**config.mk**
```make
export PLATFORM = sky130hd
export DESIGN_NAME = pipeline_hazard_unit_flat
export DESIGN_NICKNAME = d
export VERILOG_FILES = /design/src/rtl/pipeline_hazard_unit_if.sv /design/src/rtl/pipeline_hazard_unit.sv /design/src/flat_wrapper.sv
export SDC_FILE = /design/constraint.sdc
export NUM_CORES = 1
export LEC_CHECK = 0
export CAP_MARGIN = 20
export CELL_PAD_IN_SITES_DETAIL_PLACEMENT = 1
export CELL_PAD_IN_SITES_GLOBAL_PLACEMENT = 1
export CORE_ASPECT_RATIO = 1.5
export CORE_MARGIN = 8
export CORE_UTILIZATION = 28
export DETAILED_ROUTE_END_ITERATION = 8
export GPL_TIMING_DRIVEN = 0
export PLACE_DENSITY_LB_ADDON = 0.1
export SYNTH_ARGS = -nofsm -noshare
export SYNTH_HDL_FRONTEND = slang
export SYNTH_SLANG_ARGS = --single-unit
export TNS_END_PERCENT = 20
```
**constraint.sdc**
```tcl
create_clock -name clk -period 2.1 [get_ports clk]
set_input_delay 0.315 -clock clk [delete_from_list [all_inputs] [get_ports clk]]
set_output_delay 0.315 -clock clk [all_outputs]
set_load 0.05 [all_outputs]
```
**src/rtl/pipeline_hazard_unit_if.sv**
```systemverilog
// -----------------------------------------------------------------------------
// pipeline_hazard_unit_if
//
// Bundles the signals exchanged between the pipeline control/datapath and the
// hazard unit.
//   master : pipeline side. Drives the Decode register addresses and the
//            stage-qualified control status. Receives the stall, flush and
//            forward controls and the event counters.
//   slave  : hazard unit side. Directions are the mirror image of master.
//
// Signal summary:
//   RA1D, RA2D, WA3D   Decode-stage source and destination register addresses
//   RegWriteM/W        condition-qualified register writes, Memory/Writeback
//   MemtoRegE          the instruction in Execute is a load
//   BranchTakenE       branch resolved taken in Execute
//   PCW_DEM, PCSrcW    PC write pending in D/E/M, PC write commits in W
//   clrCounters        synchronous clear of both event counters
//   ForwardAE/BE       ALU operand select: 00 regfile, 01 ResultW, 10 ALUResultM
//   stallF, stallD     hold the PC / hold the Fetch-to-Decode register
//   flushD, flushE     clear the Fetch-to-Decode / Decode-to-Execute register
//   ldStallCount       saturating count of load-use stall cycles
//   branchCount        saturating count of taken-branch cycles
//
// Handshake semantics: there is no valid/ready flow control. Every input is
// sampled every cycle. Every control output is a combinational function of the
// current inputs and the hazard unit's registers, and is valid before the next
// rising clock edge.
// -----------------------------------------------------------------------------
interface pipeline_hazard_unit_if #(
    parameter int REG_BITS  = 4,
    parameter int CNT_WIDTH = 16
);
    logic [REG_BITS-1:0]  RA1D;
    logic [REG_BITS-1:0]  RA2D;
    logic [REG_BITS-1:0]  WA3D;
    logic                 RegWriteM;
    logic                 RegWriteW;
    logic                 MemtoRegE;
    logic                 BranchTakenE;
    logic                 PCW_DEM;
    logic                 PCSrcW;
    logic                 clrCounters;
    logic [1:0]           ForwardAE;
    logic [1:0]           ForwardBE;
    logic                 stallF;
    logic                 stallD;
    logic                 flushD;
    logic                 flushE;
    logic [CNT_WIDTH-1:0] ldStallCount;
    logic [CNT_WIDTH-1:0] branchCount;

    modport master (
        output RA1D, RA2D, WA3D, RegWriteM, RegWriteW, MemtoRegE,
               BranchTakenE, PCW_DEM, PCSrcW, clrCounters,
        input  ForwardAE, ForwardBE, stallF, stallD, flushD, flushE,
               ldStallCount, branchCount
    );

    modport slave (
        input  RA1D, RA2D, WA3D, RegWriteM, RegWriteW, MemtoRegE,
               BranchTakenE, PCW_DEM, PCSrcW, clrCounters,
        output ForwardAE, ForwardBE, stallF, stallD, flushD, flushE,
               ldStallCount, branchCount
    );
endinterface

```
**src/rtl/pipeline_hazard_unit.sv**
```systemverilog
// -----------------------------------------------------------------------------
// pipeline_hazard_unit
//
// Hazard and forwarding controller for a five-stage ARM pipeline. It keeps its
// own copy of the register-address pipeline (Execute, Memory and Writeback) so
// it can detect dependencies. From that pipeline it produces the forwarding
// selects and the stall/flush controls. It also keeps two saturating event
// counters: load-use stall cycles and taken-branch cycles.
//
// Ports:
//   clk    rising-edge clock
//   reset  asynchronous, active-high reset. Clears the address pipeline and
//          both counters.
//   hz     pipeline_hazard_unit_if.slave. Carries the Decode addresses and the
//          control status in, and the stall/flush/forward controls and the
//          counters out.
//
// There is no FSM. The only state is the address pipeline and the counters.
// -----------------------------------------------------------------------------
module pipeline_hazard_unit #(
    parameter int REG_BITS  = 4,
    parameter int CNT_WIDTH = 16
) (
    input  logic                    clk,
    input  logic                    reset,
    pipeline_hazard_unit_if.slave   hz
);

    // Address pipeline registers
    logic [REG_BITS-1:0]  ra1e_q, ra1e_d;
    logic [REG_BITS-1:0]  ra2e_q, ra2e_d;
    logic [REG_BITS-1:0]  wa3e_q, wa3e_d;
    logic [REG_BITS-1:0]  wa3m_q, wa3m_d;
    logic [REG_BITS-1:0]  wa3w_q, wa3w_d;

    // Event counters
    logic [CNT_WIDTH-1:0] ld_cnt_q, ld_cnt_d;
    logic [CNT_WIDTH-1:0] br_cnt_q, br_cnt_d;

    logic       ldr_stall;
    logic       flush_e;
    logic [1:0] fwd_a;
    logic [1:0] fwd_b;

    // Hazard detection and forwarding.
    // Memory is checked before Writeback because it holds the younger result.
    // Bubbles carry address 0, but the control unit forces their RegWrite and
    // MemtoReg low, so a match on 0 never produces a false hazard.
    always_comb begin
        ldr_stall = hz.MemtoRegE & ((hz.RA1D == wa3e_q) | (hz.RA2D == wa3e_q));

        fwd_a = 2'b00;
        if (hz.RegWriteM && (ra1e_q == wa3m_q)) begin
            fwd_a = 2'b10;
        end else if (hz.RegWriteW && (ra1e_q == wa3w_q)) begin
            fwd_a = 2'b01;
        end

        fwd_b = 2'b00;
        if (hz.RegWriteM && (ra2e_q == wa3m_q)) begin
            fwd_b = 2'b10;
        end else if (hz.RegWriteW && (ra2e_q == wa3w_q)) begin
            fwd_b = 2'b01;
        end

        flush_e = ldr_stall | hz.BranchTakenE;
    end

    assign hz.ForwardAE = fwd_a;
    assign hz.ForwardBE = fwd_b;
    assign hz.stallD    = ldr_stall;
    assign hz.stallF    = ldr_stall | hz.PCW_DEM;
    // When a load-use stall and a taken branch coincide, stallD and flushD are
    // both high. The datapath gives the flush priority at the Fetch-to-Decode
    // register.
    assign hz.flushD    = hz.PCW_DEM | hz.PCSrcW | hz.BranchTakenE;
    assign hz.flushE    = flush_e;

    assign hz.ldStallCount = ld_cnt_q;
    assign hz.branchCount  = br_cnt_q;

    // Next state. The Execute copy is zeroed on flushE, the same way the
    // datapath inserts a bubble. Memory and Writeback shift every cycle with
    // no enable, in step with the control-unit pipeline registers.
    always_comb begin
        ra1e_d = flush_e ? '0 : hz.RA1D;
        ra2e_d = flush_e ? '0 : hz.RA2D;
        wa3e_d = flush_e ? '0 : hz.WA3D;
        wa3m_d = wa3e_q;
        wa3w_d = wa3m_q;

        // clrCounters wins over increment. The counters hold at all-ones.
        ld_cnt_d = ld_cnt_q;
        if (hz.clrCounters) begin
            ld_cnt_d = '0;
        end else if (ldr_stall && (ld_cnt_q != '1)) begin
            ld_cnt_d = ld_cnt_q + 1'b1;
        end

        br_cnt_d = br_cnt_q;
        if (hz.clrCounters) begin
            br_cnt_d = '0;
        end else if (hz.BranchTakenE && (br_cnt_q != '1)) begin
            br_cnt_d = br_cnt_q + 1'b1;
        end
    end

    always_ff @(posedge clk or posedge reset) begin
        if (reset) begin
            ra1e_q   <= '0;
            ra2e_q   <= '0;
            wa3e_q   <= '0;
            wa3m_q   <= '0;
            wa3w_q   <= '0;
            ld_cnt_q <= '0;
            br_cnt_q <= '0;
        end else begin
            ra1e_q   <= ra1e_d;
            ra2e_q   <= ra2e_d;
            wa3e_q   <= wa3e_d;
            wa3m_q   <= wa3m_d;
            wa3w_q   <= wa3w_d;
            ld_cnt_q <= ld_cnt_d;
            br_cnt_q <= br_cnt_d;
        end
    end

endmodule
```
**src/flat_wrapper.sv**
```systemverilog
// flat-port wrapper written by rule: the top's interface ports become plain ports
module pipeline_hazard_unit_flat 
#(
    parameter int REG_BITS  = 4,
    parameter int CNT_WIDTH = 16
)
  (clk, reset, hz_RA1D, hz_RA2D, hz_WA3D, hz_RegWriteM, hz_RegWriteW, hz_MemtoRegE, hz_BranchTakenE, hz_PCW_DEM, hz_PCSrcW, hz_clrCounters, hz_ForwardAE, hz_ForwardBE, hz_stallF, hz_stallD, hz_flushD, hz_flushE, hz_ldStallCount, hz_branchCount);
  pipeline_hazard_unit_if #(.REG_BITS(REG_BITS), .CNT_WIDTH(CNT_WIDTH)) hz_i ();
  input  logic clk;
  input  logic reset;
  input wire logic [$bits(hz_i.RA1D)-1:0] hz_RA1D;
  input wire logic [$bits(hz_i.RA2D)-1:0] hz_RA2D;
  input wire logic [$bits(hz_i.WA3D)-1:0] hz_WA3D;
  input wire logic [$bits(hz_i.RegWriteM)-1:0] hz_RegWriteM;
  input wire logic [$bits(hz_i.RegWriteW)-1:0] hz_RegWriteW;
  input wire logic [$bits(hz_i.MemtoRegE)-1:0] hz_MemtoRegE;
  input wire logic [$bits(hz_i.BranchTakenE)-1:0] hz_BranchTakenE;
  input wire logic [$bits(hz_i.PCW_DEM)-1:0] hz_PCW_DEM;
  input wire logic [$bits(hz_i.PCSrcW)-1:0] hz_PCSrcW;
  input wire logic [$bits(hz_i.clrCounters)-1:0] hz_clrCounters;
  output wire logic [$bits(hz_i.ForwardAE)-1:0] hz_ForwardAE;
  output wire logic [$bits(hz_i.ForwardBE)-1:0] hz_ForwardBE;
  output wire logic [$bits(hz_i.stallF)-1:0] hz_stallF;
  output wire logic [$bits(hz_i.stallD)-1:0] hz_stallD;
  output wire logic [$bits(hz_i.flushD)-1:0] hz_flushD;
  output wire logic [$bits(hz_i.flushE)-1:0] hz_flushE;
  output wire logic [$bits(hz_i.ldStallCount)-1:0] hz_ldStallCount;
  output wire logic [$bits(hz_i.branchCount)-1:0] hz_branchCount;
  assign hz_i.RA1D = hz_RA1D;
  assign hz_i.RA2D = hz_RA2D;
  assign hz_i.WA3D = hz_WA3D;
  assign hz_i.RegWriteM = hz_RegWriteM;
  assign hz_i.RegWriteW = hz_RegWriteW;
  assign hz_i.MemtoRegE = hz_MemtoRegE;
  assign hz_i.BranchTakenE = hz_BranchTakenE;
  assign hz_i.PCW_DEM = hz_PCW_DEM;
  assign hz_i.PCSrcW = hz_PCSrcW;
  assign hz_i.clrCounters = hz_clrCounters;
  assign hz_ForwardAE = hz_i.ForwardAE;
  assign hz_ForwardBE = hz_i.ForwardBE;
  assign hz_stallF = hz_i.stallF;
  assign hz_stallD = hz_i.stallD;
  assign hz_flushD = hz_i.flushD;
  assign hz_flushE = hz_i.flushE;
  assign hz_ldStallCount = hz_i.ldStallCount;
  assign hz_branchCount = hz_i.branchCount;
  pipeline_hazard_unit #(.REG_BITS(REG_BITS), .CNT_WIDTH(CNT_WIDTH)) u_core (.clk(clk), .reset(reset), .hz(hz_i));
endmodule
```
==> flow_summary.yaml, run 1 <==
placement:
  dp.cells: 446
  gp_congestion: 0.774
  portBuffers: 59
  dpl.hpwl_um: 6390
logic_synthesis:
  ys.warnings.count: 0
  yosysSeqAreaShare_pct: 48.3
  synth_area_leaders: "dfrtp_1 48%, xnor2_1 5.9%, xor2_1 4.6%"
  synthArstFlopShare_pct: 100
  synthCells: 271
  synth_cell_types: 47
  netlist_area_mm2: 0.00269
  synth_nets: 294
  synth_top_area_share_pct: 48.3
  synth_edf_count: 0
  synth-seq-cells: 52
  yosysTopAreaCell: "dfrtp_1"
  avgSynthCellArea_um2: 9.94
  ys.flop_type: "dfrtp_1"
die:
  initial_core_util_pct: 28.3
  fp-row-count: 44
  chipHeight_um: 136
  dieArea_mm2: 0.0131
  dieWidth_um: 96.1
  io_pins: 61
  core_mm2: 0.00952
global_routing:
  track_usage_pct: 13.3
  grt_antenna_before_repair: 0
  grt_max_degree: 41
  overflow: 0
  grt_pass1_vias: 2562
  grt_pass1_wl_um: 13300
setup_path:
  crit_path_start: "u_core.wa3e_q[2]"
  worst-path-max-fanout: 8
  cp-end-kind: "primary output"
  startpoint_type: "register"
  path_class: "register to primary output"
  crit-reg2reg-launch: "u_core.hz.ldStallCount[0]"
  cp.arrival_ps: 1870
  required_ps: 1780
pwr:
  power.switching_mw: 0.580
  p_clk_share_pct: 37.5
  max-vdd-ir-drop_mv: 0.287
  power.internal_mw: 1.64
  switching_share_pct: 26.2
  pwr-share-comb_pct: 14.6
  leakage_nw: 1.57
  power.density_mw_per_mm2: 595
  p_seq_share_pct: 48.0
hold_path:
  hold_path.class: "primary input to asynchronous set/reset pin"
sta:
  slew_headroom_pct: 63.7
  maxSlewViolCount: 0
  max_freq_mhz: 458
  final-setup-viol-count: 3
  setup_slack_ps: -84.7
  rsz0062_at_grt: "yes"
  hold_viol_final: 0
  finalCritPeriodShare_pct: 104
  clock_skew_ps: 4.22
  worst_pin_slew_ps: 545
  final.setup.tns_ps: -183
  min_period_ps: 2180
clocking:
  cts.sinks: 52
  clk_pin_slew_worst_paths_ps: 60
  cts_tree: "done"
  insertion_delay_ps: 290
  cts_hold_buf: 0
  h-tree-depth: 2
  ctsLongestPathBuffers: 2
  root_buffer: "clkbuf_16"
  cts_buffers: 5
layout:
  antennaDiodeCount: 0
  nets: 366
  fin_cells: 459
  area_growth_pct: 38.3
  nFillCells: 1103
  multi_input_area_mm2: 0.00141
  finish.utilization_pct: 39.1
  regArea_mm2: 0.00131
  drive_above_1_share_pct: 13.4
drt:
  drtAntennaViolNets: 0
  vias: 2344
  post-route-drc-count: 0
  first_pass_iters: 4
  vias_per_cell: 5.11
  first_iter_violations: 98
  wire_per_inst_um: 17.8
  wl_um: 8190
flow_run:
  cap_violations: 0
status:
  violations: "negative setup slack"
  status: "finished with violations"
per-layer routing:
layer	share of wire, %	GRT usage, %	up-vias
li1	-	-	1106
met1	36	13.2	1189
met5	0	0	-
met3	4.6	3.26	8
met4	1.6	4.03	0
met2	58	25.8	41
repair_timing:
action / 4_1_cts / 5_1_grt
hold endpoints to repair: 0 / 0
endpoints found under the setup margin: 8 / 11
gates resized for setup: 37 / 24
pin swaps: 1 / 5
buffers inserted: 1 / 4
sequential cells by signal, summed over array words and instances (netlist names):
name                    flops
u_core.hz.branchCount      16
u_core.hz.ldStallCount     16
u_core.ra1e_q               4
u_core.ra2e_q               4
u_core.wa3e_q               4
u_core.wa3m_q               4
u_core.wa3w_q               4
synthesized netlist by cell type, drive strengths merged (6+ instances only):
master	instances
a211oi	6
and4	7
a21oi	14
nand2	19
o21ai	10
xor2	14
inv	10
nor2	23
or3	8
nand3	11
and3	7
and2	14
xnor2	18
nand4	8
dfrtp	52
kinds of logic (layout without fill, tap and decap cells):
group           after synthesis  in the layout  synth area share [%]
compound gates               43             43                  10.9
xor+xnor                     32             32                  10.4
fa+ha+maj                     2              2                 0.929
buf+inv                      18             91                  2.65
flops                        52             52                  48.3
mux                           4              4                  1.58
simple gates                120            120                  25.2
layout by cell type (no fill, tap or decap), drive strengths merged, types with 2 or more instances in the layout:
cell type / count
nand4: 8
mux2: 2
xor2: 14
and2: 14
nor4b: 3
nor2b: 3
mux2i: 2
and3: 7
and4: 7
clkinv: 2
dlymetal6s2s: 6
dfrtp: 52
o41ai: 2
clkbuf: 15
nand3: 11
nor3: 5
nor4: 2
xnor2: 18
nor2: 23
a211oi: 6
ha: 2
or4: 3
a21oi: 14
clkdlybuf4s50: 45
o31ai: 3
o21ai: 10
o211ai: 2
nand2b: 2
or3: 8
buf: 12
inv: 10
nand2: 19
final cells by class:
class / instances / area share [%]
buffer: 8 / 1.14
multi-input combinational: 201 / 37.8
inverter: 10 / 1.07
clock inverter: 2 / 0.269
clock buffer: 6 / 3.73
sequential: 52 / 35.0
timing repair buffer: 65 / 17.1
tap: 115 / 3.86
worst max-delay path, stage by stage, from the launching register on:
cell and delay [ps]:
dfrtp_2 450, xnor2_2 160, and4_4 220, o21ai_4 200, inv_4 70, nor2_4 150, buf_6 140, inv_1 50
buf_6 140
path summary, 6_finish.rpt:
kind,to,slack [ps],cells past startpoint
max,hz_flushE,-80,8
min,u_core.wa3w_q[2],300,2
max reg2reg,u_core.hz.ldStallCount[12],120,6
min reg2reg,u_core.wa3w_q[0],420,0
max in group asynchronous,u_core.wa3e_q[0],1250,3
min in group clk,u_core.ra1e_q[0],340,2
power groups by stage:
stage	clock network [mW]	logic [mW]	registers [mW]
6_report	0.831	0.323	1.06
4_1_cts	0.872	0.318	1.06
5_1_grt	0.900	0.350	1.07
3_5_place_dp	0	0.310	1.08
3_3_place_gp	0	0.302	1.08
2_1_floorplan	0	0.165	1.09
through the flow:
stage               worst slack [ps]  cell area [µm²]  hold slack, ps  power (mW)
floorplan                       -312             2720             392        1.26
global placement               -1110             3450             403        1.38
detailed placement             -1120             3470             410        1.39
CTS                             -209             3650             312        2.25
global route                    -170             3730             350        2.32
finish                         -84.7             3730             302        2.22
Power figures use the tool's default switching activity.
==> run 2: changes to the inputs <==
--- a/config.mk
+++ b/config.mk
@@ -12,7 +12,7 @@
 export CORE_MARGIN = 8
 export CORE_UTILIZATION = 28
 export DETAILED_ROUTE_END_ITERATION = 8
-export GPL_TIMING_DRIVEN = 0
+export HOLD_SLACK_MARGIN = 0.03
 export PLACE_DENSITY_LB_ADDON = 0.1
 export SYNTH_ARGS = -nofsm -noshare
 export SYNTH_HDL_FRONTEND = slang
==> flow_summary.yaml, run 2 (synthesis results as in run 1) <==
drt:
  wire_per_inst_um: 17.8
  wl_um: 8300
  drtAntennaViolNets: 0
  vias_per_cell: 5.07
  vias: 2364
  first_pass_iters: 4
  post-route-drc-count: 0
  first_iter_violations: 84
placement:
  portBuffers: 60
  dpl.hpwl_um: 6360
  dp.cells: 455
  gp_congestion: 0.780
  pre_cts_ws_ps: -311
clocking:
  cts_buffers: 5
  h-tree-depth: 2
  cts_hold_buf: 0
  cts.sinks: 52
  insertion_delay_ps: 290
  clk_pin_slew_worst_paths_ps: 70
  ctsLongestPathBuffers: 2
  root_buffer: "clkbuf_16"
  cts_tree: "done"
setup_path:
  required_ps: 1780
  r2r-end: "u_core.hz.ldStallCount[11]"
  cp-end-kind: "primary output"
  cp.arrival_ps: 1760
  startpoint_type: "primary input"
  reg2regPathDepth: 7
  path_class: "primary input to primary output"
  ff2ff_setup_slack_ps: 130
  crit-reg2reg-launch: "u_core.wa3e_q[2]"
  worst-path-max-fanout: 3
pwr:
  p_seq_share_pct: 47.2
  power.switching_mw: 0.587
  power.density_mw_per_mm2: 587
  switching_share_pct: 26.1
  max-vdd-ir-drop_mv: 0.281
  leakage_nw: 1.59
  power.internal_mw: 1.66
  power_mw: 2.25
  p_clk_share_pct: 37.1
  pwr-share-comb_pct: 15.6
die:
  io_pins: 61
  fp-row-count: 44
  core_mm2: 0.00952
  initial_core_util_pct: 28.3
  dieWidth_um: 96.1
  dieArea_mm2: 0.0131
  chipHeight_um: 136
layout:
  regArea_mm2: 0.00130
  nets: 373
  final_common_cell: "dfrtp_1"
  drive_above_1_share_pct: 15.1
  fin_cells: 466
  multi_input_area_mm2: 0.00139
  nFillCells: 1082
  layout_common_cells: "52 x dfrtp_1, 50 x clkdlybuf4s50_1, 22 x nor2_1, 20 x buf_4, 19 x nand2_1"
  area_growth_pct: 42.2
  antennaDiodeCount: 0
sta:
  min_period_ps: 2070
  setup_slack_ps: 29.9
  clock_skew_ps: 5.92
  maxSlewViolCount: 0
  final-setup-viol-count: 0
  slew_headroom_pct: 65.6
  finalCritPeriodShare_pct: 98.6
  hold_slack_ps: 339
  max_freq_mhz: 483
  rsz0062_at_grt: "yes"
  hold_viol_final: 0
  worst_pin_slew_ps: 515
global_routing:
  grt_pass1_vias: 2662
  track_usage_pct: 13.7
  grt_max_degree: 53
  grt_pass1_wl_um: 13700
  overflow: 0
  grt_antenna_before_repair: 0
status:
  status: "finished clean"
hold_path:
  hold_depth: 2
  hold_path_startpoint: "hz_RA1D[3]"
  min_to: "u_core.ra1e_q[3]"
  hold_path.class: "primary input to register"
flow_run:
  cap_violations: 0
==> run 2: cell types whose count changed in the layout (fill, tap and decap cells not counted), moves of 5 or more <==
cell and change:
buf_4 +14, clkbuf_1 -5, clkdlybuf4s50_1 +5, dlymetal6s2s_1 -5
==> run 2: critical path: stages <==
cell and delay, ps:
clkdlybuf4s50_1 440, xnor2_1 240, and4_4 290, o21ai_4 70
inv_2 100, buf_4 150, buf_8 150
==> run 2: what timing repair did <==
action,in CTS,in global routing
buffers inserted,2,1
pin swaps,3,1
resized for setup,13,4
endpoints found under the setup margin,5,6
==> run 2: worst max-delay path by stage <==
stage | startpoint | to | slack (ps) | cells past startpoint
floorplan | u_core.wa3m_q[2] | hz_ForwardBE[0] | -310 | 3
global placement | hz_RA1D[2] | u_core.hz.ldStallCount[5] | -220 | 7
detailed placement | hz_RA1D[2] | u_core.hz.ldStallCount[6] | -310 | 7
CTS | hz_RA2D[0] | hz_stallD | 9 | 8
global route | hz_RA2D[0] | hz_flushE | -30 | 9
finish | hz_RA1D[0] | hz_stallD | 30 | 7
==> run 2: layer usage <==
layer	vias to the layer above	GRT usage, %	share of wire, %
met2	44	26.3	58
li1	1118	-	-
met4	0	5.41	2.3
met3	10	2.93	4.8
met1	1192	13.4	35
met5	-	0	0
==> run 2: area by class of cell <==
cell class	count	share of cell area [%]
Clock buffer	6	3.63
Clock inverter	2	0.261
Inverter	10	0.980
Multi-Input combinational cell	201	36.4
Sequential cell	52	34.0
Tap cell	115	3.76
Timing Repair Buffer	80	21.0
==> run 2: power groups by stage <==
| stage | sequential, mW | clock [mW] | combinational (mW) |
|---|---|---|---|
| floorplan | 1.09 | 0 | 0.165 |
| global placement | 1.08 | 0 | 0.332 |
| detailed placement | 1.08 | 0 | 0.335 |
| CTS | 1.06 | 0.872 | 0.356 |
| global route | 1.07 | 0.908 | 0.382 |
| finish | 1.06 | 0.835 | 0.351 |
==> run 2: metrics by stage <==
step | instance area [µm²] | setup TNS [ps] | util, %
final | 3830 | 0 | 40.2
after global routing | 3830 | -82.0 | 40.2
after CTS | 3810 | 0 | 40.0
after detailed placement | 3580 | -3370 | 37.6
after global placement | 3580 | -2290 | 37.6
after floorplan | 2720 | -312 | -
==> run 3: changes to the inputs <==
--- a/config.mk
+++ b/config.mk
@@ -5,11 +5,12 @@
 export SDC_FILE = /design/constraint.sdc
 export NUM_CORES = 1
 export LEC_CHECK = 0
+export ABC_CLOCK_PERIOD_IN_PS = 2100
 export CAP_MARGIN = 20
 export CELL_PAD_IN_SITES_DETAIL_PLACEMENT = 1
 export CELL_PAD_IN_SITES_GLOBAL_PLACEMENT = 1
 export CORE_ASPECT_RATIO = 1.5
-export CORE_MARGIN = 8
+export CORE_MARGIN = 3
 export CORE_UTILIZATION = 28
 export DETAILED_ROUTE_END_ITERATION = 8
 export HOLD_SLACK_MARGIN = 0.03
==> flow_summary.yaml, run 3 (synthesis results as in run 1) <==
status:
  status: "finished clean"
sta:
  worst_pin_slew_ps: 526
  min_period_ps: 2080
  slew_headroom_pct: 64.8
  hold_viol_final: 0
  clock_skew_ps: 6.52
  finalCritPeriodShare_pct: 98.8
  rsz0062_at_grt: "yes"
  final-setup-viol-count: 0
  hold_slack_ps: 338
  setup_slack_ps: 24.4
  max_freq_mhz: 482
  maxSlewViolCount: 0
  final.setup.tns_ps: 0
die:
  dieArea_mm2: 0.0109
  fp-row-count: 43
  initial_core_util_pct: 28.9
  core_mm2: 0.00931
  io_pins: 61
  dieWidth_um: 86.1
  chipHeight_um: 126
clocking:
  root_buffer: "clkbuf_16"
  h-tree-depth: 2
  cts_hold_buf: 0
  ctsLongestPathBuffers: 2
  clk_pin_slew_worst_paths_ps: 70
  cts.sinks: 52
  insertion_delay_ps: 290
  cts_buffers: 5
  cts_tree: "done"
flow_run:
  cap_violations: 0
hold_path:
  hold_path.class: "primary input to register"
placement:
  gp_congestion: 0.786
  dpl.hpwl_um: 5900
  dp.cells: 460
  pre_cts_ws_ps: -327
  portBuffers: 60
pwr:
  leakage_nw: 1.66
  power.density_mw_per_mm2: 580
  max-vdd-ir-drop_mv: 0.302
setup_path:
  required_ps: 1780
  cp-end-kind: "primary output"
  startpoint_type: "primary input"
  cp.arrival_ps: 1760
  ff2ff_setup_slack_ps: 130
  worst-path-max-fanout: 3
  path_class: "primary input to primary output"
global_routing:
  grt_pass1_wl_um: 12800
  grt_pass1_vias: 2574
  grt_max_degree: 53
  grt_antenna_before_repair: 0
  track_usage_pct: 15.2
  overflow: 0
drt:
  drtAntennaViolNets: 0
  first_pass_iters: 4
  wire_per_inst_um: 16.6
  wl_um: 7820
  post-route-drc-count: 0
  vias_per_cell: 5.07
  vias: 2390
  first_iter_violations: 94
layout:
  nets: 381
  antennaDiodeCount: 0
  finish.utilization_pct: 42.1
  final_common_cell: "dfrtp_1"
  layout_common_cells: "49 x dfrtp_1, 47 x clkdlybuf4s50_1, 29 x buf_4, 22 x nor2_1, 19 x nand2_1"
  area_growth_pct: 45.4
  drive_above_1_share_pct: 18.7
  fin_cells: 471
[run 3: changes by cell type in the layout (fill, tap and decap cells not counted), sizes merged]
cell	change
buf	+8
clkdlybuf4s50	-3
dlymetal6s2s	+3
clkinv	-2
clkinvlp	+2
[run 3: report_power, final]
group | total [mW] | switching [mW] | leakage [nW] | internal [mW]
logic | 0.353 | 0.189 | 0.891 | 0.164
registers | 1.06 | 0.0331 | 0.701 | 1.03
clock network | 0.854 | 0.379 | 0.0691 | 0.475
[run 3: area by class of cell]
| class | count | area, µm² |
|---|---|---|
| Clock buffer | 6 | 139 |
| Clock inverter | 2 | 15.0 |
| Fill cell | 1076 | 5390 |
| Inverter | 10 | 37.5 |
| Multi-Input combinational cell | 201 | 1420 |
| Sequential cell | 52 | 1310 |
| Tap cell | 112 | 140 |
| Timing Repair Buffer | 88 | 861 |
[run 3: path summary, 6_finish.rpt]
| check | start | endpoint | cells past startpoint |
|---|---|---|---|
| min in group asynchronous | reset | u_core.wa3e_q[0] | 3 |
| worst max-delay path | hz_RA1D[0] | hz_stallD | 7 |
| max in group asynchronous | reset | u_core.wa3e_q[3] | 3 |
| worst min register to register | u_core.wa3m_q[0] | u_core.wa3w_q[0] | 0 |
| worst min-delay path | hz_RA2D[0] | u_core.ra2e_q[0] | 2 |
| worst max register to register | u_core.wa3e_q[0] | u_core.hz.ldStallCount[11] | 7 |
[run 3: what timing repair did]
action | CTS | global route
setup endpoints to repair | 4 | 7
resized for setup | 11 | 12
buffers inserted | 1 | 2
pin swaps | 2 | 2
[run 3: critical path: stages]
cell,delay (ps)
clkdlybuf4s50_1,460
xnor2_2,230
and4_4,280
o21ai_4,70
inv_2,110
buf_4,140
buf_6,150
[run 3: through the flow]
step | instance area (µm²) | power, mW
global placement | 3640 | 1.41
detailed placement | 3640 | 1.41
CTS | 3850 | 2.30
finish | 3920 | 2.27
floorplan | 2720 | 1.26
global route | 3920 | 2.38
[run 3: layer usage]
metal	global-route usage, %	share of wire, %	up-vias
li1	-	-	1142
met1	16.2	37	1181
met2	28.3	56	49
met3	3.14	3.7	18
met4	6.15	3.2	0
met5	0	0	-
